==> config.mk <==
export PLATFORM = sky130hd
export DESIGN_NAME = decode_stage_pipe_flat
export DESIGN_NICKNAME = d
export VERILOG_FILES = /design/src/rtl/decode_stage_pipe_if.sv /design/src/rtl/decode_stage_pipe.sv /design/src/flat_wrapper.sv
export SDC_FILE = /design/constraint.sdc
export NUM_CORES = 1
export LEC_CHECK = 0
export BUFFER_PORTS_ARGS = -buffer_cell sky130_fd_sc_hd__buf_2
export CORE_UTILIZATION = 45
export DETAILED_ROUTE_END_ITERATION = 8
export GPL_ROUTABILITY_DRIVEN = 0
export PLACE_DENSITY = 0.68
export REMOVE_ABC_BUFFERS = 1
export SYNTH_ARGS = -nofsm -noshare
export SYNTH_HDL_FRONTEND = slang
export SYNTH_SLANG_ARGS = --single-unit
==> constraint.sdc <==
create_clock -name clk -period 4.74 [get_ports clk]
set_input_delay 0.474 -clock clk [delete_from_list [all_inputs] [get_ports clk]]
set_output_delay 0.474 -clock clk [all_outputs]
set_load 0.02 [all_outputs]
==> src/rtl/decode_stage_pipe_if.sv <==
// Decode-stage bus: fetch-side decode inputs, writeback port and D/E outputs.
// The master drives decode/writeback inputs; the slave (decode stage) drives the results.
interface decode_stage_pipe_if #(
    parameter int DATA_W = 16,
    parameter int REG_AW = 4,
    parameter int PC_W   = 12,
    parameter int INST_W = 4 + 3*REG_AW
);
    logic [INST_W-1:0] inst_d;
    logic              valid_d;
    logic [PC_W-1:0]   pc_d;
    logic              branch_d;
    logic              imm_d;
    logic              load_d;
    logic              stall_in;
    logic              flush_in;
    logic              write_en;
    logic [REG_AW-1:0] dest_add_w;
    logic [DATA_W-1:0] write_data;
    logic              hazard_stall;
    logic              branch_taken;
    logic [PC_W-1:0]   pc_branch;
    logic              valid_e;
    logic              load_e;
    logic [REG_AW-1:0] dest_add_e;
    logic [DATA_W-1:0] src_data_e1;
    logic [DATA_W-1:0] src_data_e2;

    modport master (
        output inst_d, valid_d, pc_d, branch_d, imm_d, load_d, stall_in, flush_in,
               write_en, dest_add_w, write_data,
        input  hazard_stall, branch_taken, pc_branch, valid_e, load_e, dest_add_e,
               src_data_e1, src_data_e2
    );

    modport slave (
        input  inst_d, valid_d, pc_d, branch_d, imm_d, load_d, stall_in, flush_in,
               write_en, dest_add_w, write_data,
        output hazard_stall, branch_taken, pc_branch, valid_e, load_e, dest_add_e,
               src_data_e1, src_data_e2
    );
endinterface

==> src/rtl/decode_stage_pipe.sv <==
// Decode stage: register file with write bypass, branch resolution, load-use
// hazard detection and the D/E pipeline register.
module decode_stage_pipe #(
    parameter int DATA_W = 16,
    parameter int REG_AW = 4,
    parameter int PC_W   = 12,
    parameter int INST_W = 4 + 3*REG_AW
) (
    input  logic               clk,
    input  logic               reset,
    decode_stage_pipe_if.slave bus
);
    localparam int N_REGS = 2**REG_AW;

    logic [DATA_W-1:0] regs [N_REGS];
    logic [REG_AW-1:0] rs1, rs2, rd;
    logic [DATA_W-1:0] rdata1, rdata2, op2;
    logic              hazard;
    logic              valid_e_q, load_e_q;
    logic [REG_AW-1:0] dest_e_q;
    logic [DATA_W-1:0] src1_e_q, src2_e_q;
    logic              unused_opcode;

    assign rs1 = bus.inst_d[3*REG_AW-1 -: REG_AW];
    assign rs2 = bus.inst_d[2*REG_AW-1 -: REG_AW];
    assign rd  = bus.inst_d[REG_AW-1:0];
    assign unused_opcode = ^bus.inst_d[INST_W-1:3*REG_AW];

    // Writeback in the same cycle is forwarded so decode never sees stale data.
    assign rdata1 = (bus.write_en && bus.dest_add_w == rs1) ? bus.write_data : regs[rs1];
    assign rdata2 = (bus.write_en && bus.dest_add_w == rs2) ? bus.write_data : regs[rs2];
    assign op2    = bus.imm_d ? {{(DATA_W-REG_AW){1'b0}}, rs2} : rdata2;

    // An immediate operand does not read rs2, so only rs1 can conflict then.
    assign hazard = bus.valid_d && valid_e_q && load_e_q &&
                    (dest_e_q == rs1 || (!bus.imm_d && dest_e_q == rs2));

    assign bus.hazard_stall = hazard;
    assign bus.branch_taken = bus.valid_d && bus.branch_d && !hazard && !bus.flush_in &&
                              (rdata1 == rdata2);
    assign bus.pc_branch    = bus.pc_d + {{(PC_W-REG_AW){rd[REG_AW-1]}}, rd};

    always_ff @(posedge clk) begin
        if (reset) begin
            for (int i = 0; i < N_REGS; i++) regs[i] <= '0;
        end else if (bus.write_en) begin
            regs[bus.dest_add_w] <= bus.write_data;
        end
    end

    always_ff @(posedge clk) begin
        if (reset) begin
            valid_e_q <= 1'b0;
            load_e_q  <= 1'b0;
            dest_e_q  <= '0;
            src1_e_q  <= '0;
            src2_e_q  <= '0;
        end else if (!bus.stall_in) begin
            if (hazard || bus.flush_in || !bus.valid_d) begin
                valid_e_q <= 1'b0;
                load_e_q  <= 1'b0;
                dest_e_q  <= '0;
                src1_e_q  <= '0;
                src2_e_q  <= '0;
            end else begin
                valid_e_q <= 1'b1;
                load_e_q  <= bus.load_d;
                dest_e_q  <= rd;
                src1_e_q  <= rdata1;
                src2_e_q  <= op2;
            end
        end
    end

    assign bus.valid_e     = valid_e_q;
    assign bus.load_e      = load_e_q;
    assign bus.dest_add_e  = dest_e_q;
    assign bus.src_data_e1 = src1_e_q;
    assign bus.src_data_e2 = src2_e_q;
endmodule

==> src/flat_wrapper.sv <==
// flat-port wrapper written by rule: the top's interface ports become plain ports
module decode_stage_pipe_flat 
#(
    parameter int DATA_W = 16,
    parameter int REG_AW = 4,
    parameter int PC_W   = 12,
    parameter int INST_W = 4 + 3*REG_AW
)
  (clk, reset, bus_inst_d, bus_valid_d, bus_pc_d, bus_branch_d, bus_imm_d, bus_load_d, bus_stall_in, bus_flush_in, bus_write_en, bus_dest_add_w, bus_write_data, bus_hazard_stall, bus_branch_taken, bus_pc_branch, bus_valid_e, bus_load_e, bus_dest_add_e, bus_src_data_e1, bus_src_data_e2);
  decode_stage_pipe_if #(.DATA_W(DATA_W), .REG_AW(REG_AW), .PC_W(PC_W), .INST_W(INST_W)) bus_i ();
  input  logic clk;
  input  logic reset;
  input wire logic [$bits(bus_i.inst_d)-1:0] bus_inst_d;
  input wire logic [$bits(bus_i.valid_d)-1:0] bus_valid_d;
  input wire logic [$bits(bus_i.pc_d)-1:0] bus_pc_d;
  input wire logic [$bits(bus_i.branch_d)-1:0] bus_branch_d;
  input wire logic [$bits(bus_i.imm_d)-1:0] bus_imm_d;
  input wire logic [$bits(bus_i.load_d)-1:0] bus_load_d;
  input wire logic [$bits(bus_i.stall_in)-1:0] bus_stall_in;
  input wire logic [$bits(bus_i.flush_in)-1:0] bus_flush_in;
  input wire logic [$bits(bus_i.write_en)-1:0] bus_write_en;
  input wire logic [$bits(bus_i.dest_add_w)-1:0] bus_dest_add_w;
  input wire logic [$bits(bus_i.write_data)-1:0] bus_write_data;
  output wire logic [$bits(bus_i.hazard_stall)-1:0] bus_hazard_stall;
  output wire logic [$bits(bus_i.branch_taken)-1:0] bus_branch_taken;
  output wire logic [$bits(bus_i.pc_branch)-1:0] bus_pc_branch;
  output wire logic [$bits(bus_i.valid_e)-1:0] bus_valid_e;
  output wire logic [$bits(bus_i.load_e)-1:0] bus_load_e;
  output wire logic [$bits(bus_i.dest_add_e)-1:0] bus_dest_add_e;
  output wire logic [$bits(bus_i.src_data_e1)-1:0] bus_src_data_e1;
  output wire logic [$bits(bus_i.src_data_e2)-1:0] bus_src_data_e2;
  assign bus_i.inst_d = bus_inst_d;
  assign bus_i.valid_d = bus_valid_d;
  assign bus_i.pc_d = bus_pc_d;
  assign bus_i.branch_d = bus_branch_d;
  assign bus_i.imm_d = bus_imm_d;
  assign bus_i.load_d = bus_load_d;
  assign bus_i.stall_in = bus_stall_in;
  assign bus_i.flush_in = bus_flush_in;
  assign bus_i.write_en = bus_write_en;
  assign bus_i.dest_add_w = bus_dest_add_w;
  assign bus_i.write_data = bus_write_data;
  assign bus_hazard_stall = bus_i.hazard_stall;
  assign bus_branch_taken = bus_i.branch_taken;
  assign bus_pc_branch = bus_i.pc_branch;
  assign bus_valid_e = bus_i.valid_e;
  assign bus_load_e = bus_i.load_e;
  assign bus_dest_add_e = bus_i.dest_add_e;
  assign bus_src_data_e1 = bus_i.src_data_e1;
  assign bus_src_data_e2 = bus_i.src_data_e2;
  decode_stage_pipe #(.DATA_W(DATA_W), .REG_AW(REG_AW), .PC_W(PC_W), .INST_W(INST_W)) u_core (.clk(clk), .reset(reset), .bus(bus_i));
endmodule
# After elaboration in Yosys (flattened, before gate mapping)
# Memory sizes are Yosys's and may differ from the RTL's.
# Cells that the tools add are included.
# totals
ff_bits,38
ramBits,256
out_inout_bits,52
word_cells,46
mem_count,1
# op_classes
n_addsub,1
n_eq_ne,5
mux,16
reduce_logical,18
# memory_table
name,depth,width,rd,rd_ports_with_merged_regs,wr,line_no,rtl
u_core.regs,16,16,2,0,16,decode_stage_pipe.sv:15,logic [DATA_W-1:0] regs [N_REGS];
# ops
operator,count
2-to-1 mux 16 bit,6
== test 16 bit,1
== test 4 bit,4
OR reduction 16 bit,1
adder 12 bit,1
logical AND 1 bit,10
2-to-1 mux 1 bit,8
2-to-1 mux 4 bit,2
logical NOT 1 bit,4
logical OR 1 bit,3

# Depth between registers and ports, before layout
# depth
word_depth,8
mapped_depth,12

# Least setup slack after synthesis
# Ideal clock, no wire load.
# synth_timing
path_kind,input port to output port
startpoint,input port bus_inst_d[4]
endpoint,output port bus_branch_taken
t_arrival_ns,3.143
t_required_ns,4.266
slack_ns,1.123
cell_stages,9
cell_sequence,clkbuf_1 -> buf_2 -> mux4_2 -> mux4_2 -> mux2_2 -> xor2_1 -> nor4_1 -> o211ai_1 -> nor4_2
# synth_via
elab_chain_cells,8
# synth_rtl
element,line_no,rtl
"start, declared",flat_wrapper.sv:13,input wire logic [$bits(bus_i.inst_d)-1:0] bus_inst_d;
branches (longest 7 deep; another with memory read (16 x 16 bit)),--,
logical AND 1 bit (*),decode_stage_pipe.sv:39,assign bus.branch_taken = bus.valid_d && bus.branch_d && !hazard && !bus.flush_in &&
"end, declared",flat_wrapper.sv:25,output wire logic [$bits(bus_i.branch_taken)-1:0] bus_branch_taken;
# Every way passes the cells marked *.

# Worst setup path in the final report
# Same ends and word-level chain as after synthesis.

==> flow_summary_export.csv <==
group,metric,value,unit
yosys,ys_warn_count,0,
cells_and_area,fillers,2950,
cells_and_area,multi_input_area,7154,µm²
drt,drt_wl_total,42110,µm
placed_design,dp_hpwl,30280,µm
die,die_h,191.4,µm
pwr,power.density,346.4,nW/µm²
die,die_area,36650,µm²
cells_and_area,fin_nets,1332,
drt,drc_errors,0,
sta,max_freq,219.6,MHz
cells_and_area,seq_area,8448,µm²
pwr,p_leak,6.380,nW
yosys,async_flop_share,0,
clock_tree,cts-resized-gates,0,
die,ios,109,
cells_and_area,syn_to_final_growth,12.59,%
grt,grt_use_total,0.2350,
die,die_x,191.4,µm
drt,avgRoutedWirePerCell,24.11,µm
status,run_status,"completed",
cells_and_area,drive_above_1_share,0.2911,
sta,max_slew.worst_pin.slew,1.077,ns
grt,grt_pass1_wl,64280,µm
yosys,synth_area,16150,µm²
drt,viasPerCell,6.020,
yosys,ys_ff_latch,294,
clock_tree,clock_latency,0.56,ns
grt,grt_pass1_vias,10480,
worst_setup_path,critPathBufInv,4,
sta,slew_viol_final,0,
sta,slew_headroom,0.2787,
pwr,vdd.ir_drop.worst,260.2,µV
sta,setup_viol,0,
flow_run,maxCapViolations,0,
drt,firstDrtPassIters,6,
yosys,ys_seq_area_frac,0.5232,
worst_setup_path,setup.worst_path.start_class,"primary input",
drt,ant_nets,0,
die,num_rows,69,
sta,hold_viol_final,0,
sta,min_period_over_period,0.9609,
worst_setup_path,cpMaxStageDelayCell,"nor4_1",
clock_tree,tritoncts,"done",
yosys,synth-edff-count,256,
clock_tree,cts_sinks,294,
clock_tree,htree_levels,1,
pwr,p_total,0.006299,W
hold_path,hold_path_class,"primary input to register",
clock_tree,cts_setup_buffers,0,
worst_setup_path,critical_path.max_stage_delay,0.71,ns
clock_tree,clockBufferDepth,3,
clock_tree,root_buffer,"clkbuf_16",
sta,tns,0,ns
yosys,syn_inst,1195,
worst_setup_path,path_class,"primary input to primary output",
yosys,synth_top_flop_cell,"edfxtp_1",
clock_tree,path_clk_slew,0.06,ns
worst_setup_path,crit_path_end_kind,"primary output",
sta,finalCriticalPeriod,4.555,ns
die,start_util,0.4562,
sta,skew,0.01017,ns
grt,grt_antenna_before_repair,1,
yosys,synthDistinctLibCells,48,
grt,grt_remaining_overflow,0,
clock_tree,cts-buffers-inserted,30,
drt,vias,10520,
worst_setup_path,crit_family,"multiplexers",
worst_setup_path,required,4.27,ns
worst_setup_path,cpMostUsedCell,"buf_4",
worst_setup_path,cp_cell_sequence,"buf_4, buf_4, mux4_2, mux4_2, mux2_2, xor2_1, nor4_1, buf_4, o211ai_1, nor4_2, buf_2",
worst_setup_path,arrival,4.08,ns
clock_tree,cts.hold.buffers_added,0,
grt,grt_max_degree,56,
sta,rsz0062_at_grt,"false",
placed_design,io_buffers,104,
die,core_area,35400,µm²
yosys,syn_avg_cell_area,13.51,µm²
worst_setup_path,worstPathMaxFanout,10,
drt,drtIter0Drc,1277,
placed cells by master (no fill, tap or decap), drive strengths merged, types with 19 or more instances in the layout:
cell type  count
a21oi         28
edfxtp       256
nor3          89
xnor2         27
mux4         149
and2         164
a22oi         19
nor4          26
buf          156
clkbuf        38
nand2         54
dfxtp         38
nor2          63
kinds of logic (layout without fill, tap and decap cells):
kind of cell | after synthesis | in the layout | synth area share
fa+ha+maj | 12 | 12 | 0.009763
xor+xnor | 42 | 42 | 0.02278
mux | 173 | 173 | 0.2233
buf+inv | 134 | 224 | 0.03394
simple gates | 448 | 448 | 0.1491
flops | 294 | 294 | 0.5232
other cells | 0 | 1 | 0
compound gates | 92 | 92 | 0.03797
power by group:
part | leakage [nW] | switching, W | internal, W
registers | 2.75 | 0.0000720 | 0.00295
clock network | 0.464 | 0.000976 | 0.00135
logic | 3.17 | 0.000529 | 0.000419
per-stage QoR:
step	hold WS, ns	util	cells	instance area, µm²	worst slack (ns)
after floorplan	0.5295	-	1075	15650	1.469
after global placement	0.4467	0.4866	1692	17220	0.1993
after detailed placement	0.4681	0.4866	1692	17220	0.1843
after CTS	0.2606	0.5136	1746	18180	0.1789
after global routing	0.3219	0.5136	1746	18180	0.1154
final	0.2728	0.5136	1747	18180	0.1855
flip-flops by register name (all words and copies together) (netlist names):
name / cells
u_core.bus.src_data_e1: 16
u_core.bus.load_e: 1
u_core.bus.src_data_e2: 16
u_core.regs: 256
u_core.bus.valid_e: 1
u_core.bus.dest_add_e: 4
synth_stat cells (3+ instances only):
cell type | n | area share
inv_1 | 9 | 0.0021
nor4_1 | 25 | 0.0097
mux4_2 | 149 | 0.21
clkbuf_1 | 87 | 0.020
or2_2 | 16 | 0.0062
nand2b_1 | 15 | 0.0058
o21ai_1 | 8 | 0.0025
dfxtp_1 | 38 | 0.047
nor2_1 | 63 | 0.015
mux2i_1 | 16 | 0.0099
buf_1 | 12 | 0.0028
mux2_2 | 8 | 0.0056
nand4_1 | 3 | 0.0012
and2_1 | 164 | 0.064
nor3_1 | 89 | 0.028
a21o_1 | 3 | 0.0014
a22oi_1 | 19 | 0.0088
o21ai_0 | 6 | 0.0019
edfxtp_1 | 256 | 0.48
nor2b_1 | 3 | 0.0012
a32oi_1 | 15 | 0.0081
buf_4 | 5 | 0.0023
clkinv_1 | 5 | 0.0012
nand3_1 | 6 | 0.0019
xor2_1 | 15 | 0.0081
a21oi_1 | 28 | 0.0087
ha_1 | 11 | 0.0085
buf_2 | 15 | 0.0046
nand2_1 | 54 | 0.013
xnor2_1 | 27 | 0.015
layout make-up:
cell class	count	area share
Sequential cell	294	0.4647
Multi-Input combinational cell	767	0.3935
Tap cell	461	0.03173
Antenna cell	1	0.0001376
Timing Repair Buffer	156	0.05450
Clock inverter	16	0.008465
Clock buffer	38	0.04411
Inverter	14	0.002890
worst reg2reg max path, delay by kind of cell, from the launching register on:
kind	cells	cell delay [ns]
and+or+nand+nor	3	1.09
AOI/OAI and AO/OA	3	0.79
DFF	1	0.42
buffers and inverters	1	0.22
xor gates and xnor gates	1	0.10
final timing paths:
path                                   from                         to  slack [ns]  cells past startpoint
hold / removal                   bus_load_d          u_core.bus.load_e        0.27                      5
hold reg to reg   u_core.bus.src_data_e2[1]  u_core.bus.src_data_e2[1]        0.47                      2
setup reg to reg   u_core.bus.dest_add_e[0]  u_core.bus.src_data_e1[9]        2.05                      8
setup / recovery              bus_inst_d[4]           bus_branch_taken        0.19                     11
metal layers:
layer	GRT usage	up-vias	wire (µm)	part of all wire
li1	-	4713	-	-
met1	0.3305	5243	17450	0.41
met2	0.3853	513	20250	0.48
met3	0.03176	48	3561	0.085
met4	0.06013	0	849	0.020
met5	0	-	0	0
(Power assumes the default switching activity.)
